**src/rtl/uart8.sv**
```systemverilog
// Full-duplex 8N1 UART: independent transmitter and receiver sharing one clock.
// Optional `UART8_RX_SYNC_EN adds a 2-flop synchronizer on rxIn (+2 clk rx latency).
//
//  state     | meaning
//  ----------+------------------------------------------------------------
//  TX_IDLE   | line high, waiting for txEn & txStart
//  TX_START  | driving start bit (0) for TX_DIV cycles
//  TX_DATA   | shifting 8 data bits LSB first, TX_DIV cycles each
//  TX_STOP   | driving stop bit (1); txDone pulses as it completes
//  RX_IDLE   | armed, waiting for a falling line
//  RX_START  | half-bit qualify of the start bit; line high at tick 8 = glitch
//  RX_DATA   | sampling 8 data bits at mid-bit, every OVERSAMPLE ticks
//  RX_STOP   | sampling stop bit at mid-bit; done or framing error
//  RX_WAIT   | after a framing error, hold off until the line returns high
module uart8 #(
   parameter int CLOCK_RATE = 12000000,
   parameter int BAUD_RATE  = 9600,
   parameter int OVERSAMPLE = 16
) (
   input  logic       clk,
   input  logic       reset,
   input  logic       rxEn,
   input  logic       rxIn,
   output logic       rxBusy,
   output logic       rxDone,
   output logic       rxErr,
   output logic [7:0] rxOut,
   input  logic       txEn,
   input  logic       txStart,
   input  logic [7:0] txIn,
   output logic       txBusy,
   output logic       txDone,
   output logic       txOut
);

   localparam int TX_DIV = CLOCK_RATE / BAUD_RATE;
   localparam int RX_DIV = CLOCK_RATE / (BAUD_RATE * OVERSAMPLE);
   localparam int TXW    = $clog2(TX_DIV + 1);
   localparam int RXW    = $clog2(RX_DIV + 1);
   localparam int TKW    = $clog2(OVERSAMPLE + 1);
   localparam logic [TXW-1:0] TX_RELOAD = TXW'(TX_DIV - 1);
   localparam logic [RXW-1:0] RX_RELOAD = RXW'(RX_DIV - 1);
   localparam logic [TKW-1:0] TICK_BIT  = TKW'(OVERSAMPLE - 1);
   localparam logic [TKW-1:0] TICK_HALF = TKW'(OVERSAMPLE / 2 - 1);

   typedef enum logic [1:0] {TX_IDLE, TX_START, TX_DATA, TX_STOP} txState_t;
   typedef enum logic [2:0] {RX_IDLE, RX_START, RX_DATA, RX_STOP, RX_WAIT} rxState_t;

   // ---------------- transmitter ----------------
   txState_t       txState, txStateNext;
   logic [TXW-1:0] txCnt;
   logic [2:0]     txBit;
   logic [7:0]     txShift;
   logic           txTc, txLoad, txShiftEn, txDoneNext;

   assign txTc = (txCnt == '0);

   always_comb begin
      txStateNext = txState;
      txLoad      = 1'b0;
      txShiftEn   = 1'b0;
      txDoneNext  = 1'b0;
      txOut       = 1'b1;
      txBusy      = 1'b1;
      case (txState)
         TX_IDLE: begin
            txBusy = 1'b0;
            if (txStart) begin
               txStateNext = TX_START;
               txLoad      = 1'b1;
            end
         end
         TX_START: begin
            txOut = 1'b0;
            if (txTc) txStateNext = TX_DATA;
         end
         TX_DATA: begin
            txOut = txShift[0];
            if (txTc) begin
               txShiftEn = 1'b1;
               if (txBit == 3'd0) txStateNext = TX_STOP;
            end
         end
         TX_STOP: begin
            if (txTc) begin
               txStateNext = TX_IDLE;
               txDoneNext  = 1'b1;
            end
         end
         default: txStateNext = TX_IDLE;
      endcase
      // Disable wins over everything, including an in-flight frame.
      if (!txEn) begin
         txStateNext = TX_IDLE;
         txLoad      = 1'b0;
         txShiftEn   = 1'b0;
         txDoneNext  = 1'b0;
         txOut       = 1'b1;
         txBusy      = 1'b0;
      end
   end

   always_ff @(posedge clk) begin
      if (reset) begin
         txState <= TX_IDLE;
         txCnt   <= '0;
         txBit   <= '0;
         txShift <= '0;
         txDone  <= 1'b0;
      end else begin
         txState <= txStateNext;
         txDone  <= txDoneNext;
         if (txLoad) begin
            txShift <= txIn;
            txCnt   <= TX_RELOAD;
            txBit   <= 3'd7;
         end else if (txState != TX_IDLE) begin
            txCnt <= txTc ? TX_RELOAD : txCnt - TXW'(1);
            if (txShiftEn) begin
               txShift <= txShift >> 1;
               txBit   <= txBit - 3'd1;
            end
         end
      end
   end

   // ---------------- receiver ----------------
   logic rxS;
`ifdef UART8_RX_SYNC_EN
   logic [1:0] rxSync;
   always_ff @(posedge clk) begin
      if (reset) rxSync <= 2'b11;
      else       rxSync <= {rxSync[0], rxIn};
   end
   assign rxS = rxSync[1];
`else
   assign rxS = rxIn;
`endif

   rxState_t       rxState, rxStateNext;
   logic [RXW-1:0] rxDivCnt;
   logic [TKW-1:0] rxTickCnt;
   logic [2:0]     rxBit;
   logic [7:0]     rxShift;
   logic           rxTick, rxEvent, rxLoad, rxSample, rxDoneNext, rxErrNext;

   assign rxTick  = (rxDivCnt == '0);
   assign rxEvent = rxTick && (rxTickCnt == '0);

   always_comb begin
      rxStateNext = rxState;
      rxLoad      = 1'b0;
      rxSample    = 1'b0;
      rxDoneNext  = 1'b0;
      rxErrNext   = 1'b0;
      rxBusy      = 1'b0;
      case (rxState)
         RX_IDLE: begin
            if (!rxS) begin
               rxStateNext = RX_START;
               rxLoad      = 1'b1;
            end
         end
         RX_START: begin
            rxBusy = 1'b1;
            if (rxEvent) rxStateNext = rxS ? RX_IDLE : RX_DATA;
         end
         RX_DATA: begin
            rxBusy = 1'b1;
            if (rxEvent) begin
               rxSample = 1'b1;
               if (rxBit == 3'd0) rxStateNext = RX_STOP;
            end
         end
         RX_STOP: begin
            rxBusy = 1'b1;
            if (rxEvent) begin
               if (rxS) begin
                  rxStateNext = RX_IDLE;
                  rxDoneNext  = 1'b1;
               end else begin
                  rxStateNext = RX_WAIT;
                  rxErrNext   = 1'b1;
               end
            end
         end
         RX_WAIT: begin
            if (rxS) rxStateNext = RX_IDLE;
         end
         default: rxStateNext = RX_IDLE;
      endcase
      if (!rxEn) begin
         rxStateNext = RX_IDLE;
         rxLoad      = 1'b0;
         rxSample    = 1'b0;
         rxDoneNext  = 1'b0;
         rxErrNext   = 1'b0;
         rxBusy      = 1'b0;
      end
   end

   always_ff @(posedge clk) begin
      if (reset) begin
         rxState   <= RX_IDLE;
         rxDivCnt  <= '0;
         rxTickCnt <= '0;
         rxBit     <= '0;
         rxShift   <= '0;
         rxOut     <= 8'h00;
         rxDone    <= 1'b0;
         rxErr     <= 1'b0;
      end else begin
         rxState <= rxStateNext;
         rxDone  <= rxDoneNext;
         rxErr   <= rxErrNext;
         if (rxDoneNext) rxOut <= rxShift;
         if (rxLoad) begin
            rxDivCnt  <= RX_RELOAD;
            rxTickCnt <= TICK_HALF;
            rxBit     <= 3'd7;
         end else if (rxBusy) begin
            rxDivCnt <= rxTick ? RX_RELOAD : rxDivCnt - RXW'(1);
            // After the half-bit qualify, each event lands on the next mid-bit.
            if (rxTick) rxTickCnt <= (rxTickCnt == '0) ? TICK_BIT : rxTickCnt - TKW'(1);
            if (rxSample) begin
               rxShift <= {rxS, rxShift[7:1]};
               rxBit   <= rxBit - 3'd1;
            end
         end
      end
   end

endmodule

```
**config.mk**
```make
export PLATFORM = sky130hd
export DESIGN_NAME = uart8
export DESIGN_NICKNAME = d
export VERILOG_FILES = /design/src/rtl/uart8.sv
export SDC_FILE = /design/constraint.sdc
export NUM_CORES = 1
export LEC_CHECK = 0
export BUFFER_PORTS_ARGS = -buffer_cell sky130_fd_sc_hd__buf_2
export CELL_PAD_IN_SITES_DETAIL_PLACEMENT = 0
export CELL_PAD_IN_SITES_GLOBAL_PLACEMENT = 1
export CORE_MARGIN = 3
export CORE_UTILIZATION = 40
export CTS_CLUSTER_DIAMETER = 50
export DETAILED_ROUTE_END_ITERATION = 8
export PLACE_DENSITY_LB_ADDON = 0.1
export SYNTH_ARGS = -nofsm -noshare
export SYNTH_HDL_FRONTEND = slang
export SYNTH_SLANG_ARGS = --single-unit
```
**constraint.sdc**
```tcl
create_clock -name clk -period 3.7 [get_ports clk]
set_input_delay 0.185 -clock clk [delete_from_list [all_inputs] [get_ports clk]]
set_output_delay 0.185 -clock clk [all_outputs]
set_load 0.05 [all_outputs]
```
==> results of run 1 <==
path summary, 6_finish.rpt:
check / end / cells past startpoint
hold reg to reg: rxShift[0] / 2
hold / removal: txShift[7] / 3
setup reg to reg: txShift[0] / 7
setup / recovery: txShift[0] / 7
cell families after synthesis:
family                     after synthesis  share of synthesized area
AOI/OAI and AO/OA                       79                      0.168
xor gates and xnor gates                13                     0.0383
adders and majority gates               13                     0.0547
buffers and inverters                   41                     0.0535
DFF                                     61                      0.411
muxes                                    1                    0.00337
and+or+nand+nor                        145                      0.271
state kept, by name (all words and copies together) (netlist names):
signal,flops
rxShift,8
txShift,8
rxDivCnt,7
rxDone,1
rxErr,1
rxBit,3
txBit,3
txDone,1
txCnt,11
txState,2
rxState,3
rxTickCnt,5
rxOut,8
synthesized netlist by cell type (4+ instances only):
cell and instances:
dfxtp_1 61, a211oi_1 8, inv_1 21, nand4_1 7, clkbuf_1 15, a21oi_1 31, xnor2_1 6, buf_2 4
ha_1 13, o21ai_0 18, a311oi_1 7, nand3_1 16, nor2_1 29, xor2_1 7, nand2_1 24, nor3_1 29
or3_1 4
worst min-delay path, cell delays in order:
cell and delay, ps:
buf_2 80, a2bb2oi_1 50, nor2_1 80
routing by layer:
layer,GRT usage,part of all wire
met1,0.198,0.48
met2,0.264,0.47
met3,0.0533,0.036
met4,0.0507,0.014
met5,0,0
area by class of cell:
cell class,instances,area (um^2)
clock buffers,12,155
clock inverters,4,70.1
fillers,740,3600
inverters,21,78.8
multi-input cells,251,1590
flip-flops and latches,61,1220
well taps,96,120
repair buffers,28,143
power by group through the flow:
stage	Clock, mW	Sequential (mW)	Combinational [mW]
final	0.670	0.729	0.267
after global routing	0.717	0.735	0.302
after CTS	0.689	0.729	0.270
after detailed placement	0	0.744	0.269
after global placement	0	0.744	0.264
after floorplan	0	0.736	0.215
through the flow:
stage	power (mW)	hold WS [ps]	utilization	cells	area [um^2]
3_3_place_gp	1.01	430	0.452	457	3160
3_5_place_dp	1.01	449	0.452	457	3160
6_report	1.67	112	0.484	473	3380
4_1_cts	1.69	102	0.484	473	3380
2_1_floorplan	0.951	325	-	353	2970
5_1_grt	1.75	107	0.484	473	3380
==> reports/metrics.cfg, run 1 <==
[cts]
clk_latency_ps = 330
cts_tree = done
post_cts_buffers = 0
ctsHoldBuffers = 0
numCtsBuffers = 9
cts_max_path_buffers = 2
path_clk_slew_ps = 70
cts.sinks = 61
cts_resized = 0
htree_levels = 3
root_buffer = clkbuf_8

[final_layout]
mostFrequentLayoutCells = 61 x dfxtp_1, 31 x a21oi_1, 29 x nor2_1, 29 x nor3_1, 27 x buf_2
drive_above_1_share = 0.146
finalNetCount = 399
diodes = 0
areaGrowthSynthToFinish_pct = 13.7
layout.cells.most_common = dfxtp_1

[timing]
drv_slew = 0
min_period_ps = 2450
rsz0062_at_grt = false
max_slew.worst_pin.slew_ps = 782
period_share = 0.661
finalSetupViolCount = 0
fin_tns_setup_ps = 0
maxSlewHeadroom = 0.478
setup_slack_ps = 1250
hold_viol_final = 0
fin_worst_skew_ps = 10.4
clock.fmax_mhz = 409

[worst_setup_path]
path_class = flip-flop to flip-flop
startpoint = txState[0]
end_kind = flip-flop
slowest_delay_ps = 540
crit_family = simple AND/OR/NAND/NOR gates
r2r_slack_ps = 1250
worstPathRequired_ps = 3920
r2r-start = txState[0]
path_buf_inv = 2
crit_slowest_cell = or3b_1
path_max_fanout = 21
crit_chain = inv_1 -> ha_1 -> or3b_1 -> nor4_2 -> buf_4 -> nor3_1 -> a2111oi_0
crit_path_start_kind = flip-flop
crit_arrival_ps = 2660

[detailed_routing]
wl_um = 6560
vias_per_cell = 5.42
wl_per_cell_um = 13.9
final_antenna_net_count = 0
dr_total_vias = 2563
drt_iter0_markers = 76
dr.pass1.iters = 4
drc = 0

[floorplan]
die_w_um = 92.2
die_area_um2 = 8500
ioPinCount = 28
chipHeight_um = 92.2
row_count = 30
start_util = 0.426
coreArea_um2 = 6980

[synthesis]
synth_edf_count = 0
synth_top_cell_area_share = 0.411
synth_top_cell_by_area = dfxtp_1
synth_area_um2 = 2970
postSynthAreaPerCell_um2 = 8.42
ys_ff_latch = 61
yosysSeqAreaShare = 0.411
yosys-top-cells-area = dfxtp_1 41%, ha_1 5.5%, a21oi_1 5.2%
synthFlopType = dfxtp_1
ys_warn_count = 0
synth.distinct_cells = 50
synth_nets = 380
synthArstFlopShare = 0
netlist_instances = 353

[power]
combPwrFrac = 0.160
p_int_mw = 1.22
p_clk_frac = 0.402
seq_power_share = 0.438
power_density_nw_per_um2 = 493
p_leak_nw = 1.27
peakVddDrop_uv = 271
netSwitchingFraction = 0.270
p_sw_uw = 449

[grt]
grt_pass1_vias = 2365
grt_pass1_wl_um = 11100
grt_max_degree = 42
grt_overflow_total = 0
antenna_found_initial = 0
track_usage = 0.161

[place]
dp_slack_ps = 1260
gp_congestion = 0.792
numPortBuffers = 27
dp_hpwl_um = 4480

[worst_hold_path]
hp-class = primary input to flip-flop
hp-start = txIn[7]

[flow_run]
drv_cap = 0

[outcome]
outcome = completed

(Power assumes the default switching activity.)
==> inputs of run 2 (changes only) <==
--- a/config.mk
+++ b/config.mk
@@ -5,6 +5,7 @@
 export SDC_FILE = /design/constraint.sdc
 export NUM_CORES = 1
 export LEC_CHECK = 0
+export ABC_AREA = 1
 export BUFFER_PORTS_ARGS = -buffer_cell sky130_fd_sc_hd__buf_2
 export CELL_PAD_IN_SITES_DETAIL_PLACEMENT = 0
 export CELL_PAD_IN_SITES_GLOBAL_PLACEMENT = 1
==> constraint.sdc (replaced) <==
create_clock -name clk -period 2.55 [get_ports clk]
set_input_delay 0.1275 -clock clk [delete_from_list [all_inputs] [get_ports clk]]
set_output_delay 0.1275 -clock clk [all_outputs]
set_load 0.05 [all_outputs]
==> reports/metrics.cfg, run 2 <==
[synthesis]
netlist_instances = 449
synth_area_um2 = 3220
yosys-top-cells-area = dfxtp_1 38%, nand2_1 12%, inv_1 7.2%
yosysSeqAreaShare = 0.380
synth_top_cell_by_area = dfxtp_1
postSynthAreaPerCell_um2 = 7.16
synth_edf_count = 0
ys_top_cells_by_count = 107 x nand2_1, 62 x inv_1, 61 x dfxtp_1
synth_nets = 476
ys_ff_latch = 61
synthArstFlopShare = 0
synth.distinct_cells = 41
synthFlopType = dfxtp_1
synth_top_cell_area_share = 0.380
synthMostInstantiatedCell = nand2_1
ys_warn_count = 0

[power]
seq_power_share = 0.383
p_clk_frac = 0.309
netSwitchingFraction = 0.356
p_int_mw = 1.90
p_leak_nw = 1.72
p_sw_mw = 1.05
combPwrFrac = 0.307
peakVddDrop_uv = 285
power_density_nw_per_um2 = 813

[detailed_routing]
final_antenna_net_count = 0
vias_per_cell = 4.75
wl_per_cell_um = 11.4
dr_total_vias = 2776
wl_um = 6640
drc = 0
drt_iter0_markers = 83
dr.pass1.iters = 5

[final_layout]
layout.cells.most_common = nand2_1
multi_input_area_um2 = 1660
finalNetCount = 504
largest_register_ffs = 11
top_register = txCnt
fillers = 834
seqCellArea_um2 = 1220
drive_above_1_share = 0.158
areaGrowthSynthToFinish_pct = 13.0
diodes = 0
mostFrequentLayoutCells = 107 x nand2_1, 62 x inv_1, 61 x dfxtp_1
stdcell_count = 584

[timing]
maxSlewHeadroom = 0.493
max_slew.worst_pin.slew_ps = 759
clock.fmax_mhz = 473
rsz0062_at_grt = false
period_share = 0.829
fin_worst_skew_ps = 6.53
fin_tns_setup_ps = 0
finalSetupViolCount = 0
drv_slew = 0
hold_viol_final = 0
min_period_ps = 2110

[cts]
htree_levels = 3
cts.sinks = 61
cts_tree = done
path_clk_slew_ps = 70
cts_max_path_buffers = 2
ctsHoldBuffers = 0
root_buffer = clkbuf_8
numCtsBuffers = 9
cts_resized = 0
clk_latency_ps = 330
post_cts_buffers = 0

[worst_setup_path]
path_buf_inv = 1
crit_family = simple AND/OR/NAND/NOR gates
crit_slowest_cell = nand3_1
startpoint = txState[0]
crit_path_start_kind = flip-flop
r2r-start = txState[0]
r2r_slack_ps = 440
worstPathRequired_ps = 2810
crit_arrival_ps = 2370
crit_chain = inv_1 -> ha_1 -> nor3_1 -> nand3_1 -> nand2_2 -> nand2_1 -> a21oi_1
r2r-end = txShift[6]
end_kind = flip-flop
slowest_delay_ps = 400
path_class = flip-flop to flip-flop
worstRegToRegCells = 7
path_max_fanout = 12

[floorplan]
ioPinCount = 28
die_w_um = 95.7
coreArea_um2 = 7770
die_area_um2 = 9150
start_util = 0.414
row_count = 32
chipHeight_um = 95.7

[grt]
grt_pass1_wl_um = 11400
antenna_found_initial = 0
track_usage = 0.159
grt_overflow_total = 0
grt_max_degree = 25
grt_pass1_vias = 2617

[worst_hold_path]
hold_depth = 3
hold_path_end = txShift[7]
hp-start = txIn[7]
hp-class = primary input to flip-flop

[place]
dp_cells = 568
numPortBuffers = 27
gp_congestion = 0.807
dp_hpwl_um = 4620

[outcome]
outcome = completed

[flow_run]
drv_cap = 0

-- run 2: cell types whose count changed after synthesis, sizes merged, moves of 10 or more --
cell | previous run | this run
nor2 | 29 | 49
nand2 | 24 | 115
nor3 | 30 | 6
clkbuf | 15 | 4
a21oi | 31 | 41
inv | 21 | 67
nand3 | 16 | 38
-- run 2: area by class of cell --
class	count	share of cell area
Timing Repair Buffer	30	0.0434
Multi-Input combinational cell	307	0.456
Tap cell	102	0.0351
Clock buffer	13	0.0465
Inverter	68	0.0716
Clock inverter	3	0.0117
Sequential cell	61	0.336
-- run 2: worst min-delay path, cell delays in order --
cell and delay [ps]:
buf_2 90, nand2_1 60, a21oi_1 60
-- run 2: metal layers --
layer  up-vias  GRT usage  routed length [um]
met5         -          0                   0
met4         0     0.0604                 110
met3        10     0.0434                 260
met2        34      0.261                3020
met1      1251      0.197                3250
li1       1481          -                   -
-- run 2: cells by family (layout without fill, tap and decap cells) --
group,count (synthesis),in the layout,share of synthesized area
and+or+nand+nor,217,217,0.320
buffers and inverters,81,114,0.105
AOI/OAI and AO/OA,66,66,0.115
DFF,61,61,0.380
adders and majority gates,13,13,0.0506
xor gates and xnor gates,11,11,0.0299
-- run 2: how the worst max path moves through the flow --
stage / end / cells after the start
after floorplan: txOut / 3
after global placement: txShift[0] / 7
after detailed placement: txShift[6] / 7
after CTS: txShift[6] / 7
after global routing: txBit[1] / 7
final: txShift[6] / 7
-- run 2: per-stage QoR --
stage | util | instance area, um^2 | total power [mW] | setup slack (ps) | hold slack [ps]
after CTS | 0.468 | 3640 | 3.00 | 388 | 39.3
after detailed placement | 0.441 | 3420 | 2.06 | 402 | 401
after global routing | 0.468 | 3640 | 3.19 | 194 | 38.1
after global placement | 0.441 | 3420 | 2.06 | 553 | 393
final | 0.468 | 3640 | 2.95 | 437 | 46.5
after floorplan | - | 3220 | 1.87 | 658 | 277
-- run 2: power groups by stage --
stage               clock network, mW  registers (mW)  logic, mW
CTS                             0.950            1.13      0.916
global placement                    0            1.15      0.912
finish                          0.914            1.13      0.908
floorplan                           0            1.13      0.743
global route                    0.992            1.14       1.05
detailed placement                  0            1.15      0.910
==> inputs of run 3 (changes only) <==
==> constraint.sdc (replaced) <==
create_clock -name clk -period 2.1 [get_ports clk]
set_input_delay 0.105 -clock clk [delete_from_list [all_inputs] [get_ports clk]]
set_output_delay 0.105 -clock clk [all_outputs]
set_load 0.05 [all_outputs]
==> reports/metrics.cfg, run 3 (synthesis gave the netlist of run 2 again) <==
[outcome]
outcome = completed

[grt]
antenna_found_initial = 0
track_usage = 0.156
grt_pass1_wl_um = 11300
grt_max_degree = 23
grt_pass1_vias = 2528
grt_overflow_total = 0

[power]
p_leak_nw = 1.70
netSwitchingFraction = 0.369
peakVddDrop_uv = 378
combPwrFrac = 0.328
seq_power_share = 0.409
power_density_nw_per_um2 = 933
p_clk_frac = 0.262
p_int_mw = 2.12
p_sw_mw = 1.24

[final_layout]
top_register = txCnt
diodes = 0
largest_register_ffs = 11
areaGrowthSynthToFinish_pct = 11.9
finalNetCount = 506
drive_above_1_share = 0.155
fillers = 830
layout.cells.most_common = nand2_1
mostFrequentLayoutCells = 107 x nand2_1, 62 x inv_1, 61 x dfxtp_1
fin_area_um2 = 3600

[timing]
maxSlewHeadroom = 0.721
hold_viol_final = 0
period_share = 0.889
finalSetupViolCount = 0
clock.fmax_mhz = 536
rsz0062_at_grt = false
min_period_ps = 1870
max_slew.worst_pin.slew_ps = 418
fin_worst_skew_ps = 8.37
fin_tns_setup_ps = 0
drv_slew = 0

[worst_setup_path]
end_kind = flip-flop
crit_slowest_cell = dfxtp_1
crit_arrival_ps = 2130
worstPathRequired_ps = 2370
crit_chain = inv_1 -> ha_1 -> nor3_1 -> nand3_1 -> nand2_2 -> nand2_1 -> a21oi_1
slowest_delay_ps = 380
crit_path_start_kind = flip-flop
path_class = flip-flop to flip-flop
path_max_fanout = 10

[worst_hold_path]
hp-class = primary input to flip-flop

[cts]
htree_levels = 3
ctsHoldBuffers = 0
numCtsBuffers = 9
cts_resized = 0
post_cts_buffers = 0
path_clk_slew_ps = 70
clk_latency_ps = 330
root_buffer = clkbuf_8
cts.sinks = 61
cts_tree = done
cts_max_path_buffers = 2

[floorplan]
coreArea_um2 = 7770
row_count = 32
die_w_um = 95.7
die_area_um2 = 9150
start_util = 0.414
chipHeight_um = 95.7
ioPinCount = 28

[detailed_routing]
vias_per_cell = 4.69
dr.pass1.iters = 4
final_antenna_net_count = 0
drc = 0
drt_iter0_markers = 76
wl_um = 6500
dr_total_vias = 2743
wl_per_cell_um = 11.1

[place]
dp_hpwl_um = 4770
numPortBuffers = 27
gp_congestion = 0.851
placed_cell_area_um2 = 3440

[flow_run]
drv_cap = 0

-- run 3: cell types whose count changed in the layout (fill, tap and decap cells not counted) --
cell        change
buf_4           +2
bufinv_16       -1
clkbuf_1        +2
clkbuf_8        -2
clkinv_2        +1
clkinvlp_4      -1
-- run 3: worst max-delay path, delay by kind of cell, from the launching register on --
family          cells  cell delay, ps
fa+ha+maj           1             330
compound gates      1             120
buf+inv             1              80
simple gates        4             890
flops               1             380
-- run 3: path summary, 6_finish.rpt --
path	startpoint	endpoint	slack, ps	cells after the start
min	txIn[7]	txShift[7]	40	3
max	txState[0]	txShift[0]	230	7
max reg2reg	txState[0]	txShift[0]	230	7
min reg2reg	rxShift[0]	rxShift[0]	460	2
-- run 3: routing by layer --
metal | GRT usage | part of all wire
met3 | 0.0434 | 0.027
met2 | 0.258 | 0.47
met5 | 0 | 0
met4 | 0.0403 | 0.0091
met1 | 0.199 | 0.50
-- run 3: per-stage QoR --
step	hold slack (ps)	util	cells	setup slack, ps	power, mW
6_report	35.1	0.463	585	233	3.36
3_3_place_gp	371	0.443	570	304	2.51
5_1_grt	25.6	0.463	585	7.77	3.63
2_1_floorplan	254	-	449	230	2.28
3_5_place_dp	374	0.443	570	234	2.51
4_1_cts	21.1	0.463	585	208	3.41
-- run 3: area by class of cell --
| class | instances | area [um^2] | share of cell area |
|---|---|---|---|
| Clock inverter | 2 | 10.0 | 0.00278 |
| Clock buffer | 13 | 149 | 0.0414 |
| Inverter | 68 | 260 | 0.0723 |
| Sequential cell | 61 | 1220 | 0.339 |
| Multi-Input combinational cell | 307 | 1660 | 0.461 |
| Tap cell | 102 | 128 | 0.0355 |
| Timing Repair Buffer | 32 | 173 | 0.0480 |
-- run 3: power groups by stage --
stage          Sequential (mW)  Combinational, mW  Clock, mW
2_1_floorplan             1.37              0.902          0
3_3_place_gp              1.40               1.12          0
3_5_place_dp              1.40               1.11          0
4_1_cts                   1.37               1.12      0.920
5_1_grt                   1.39               1.29      0.959
6_report                  1.37               1.10      0.880
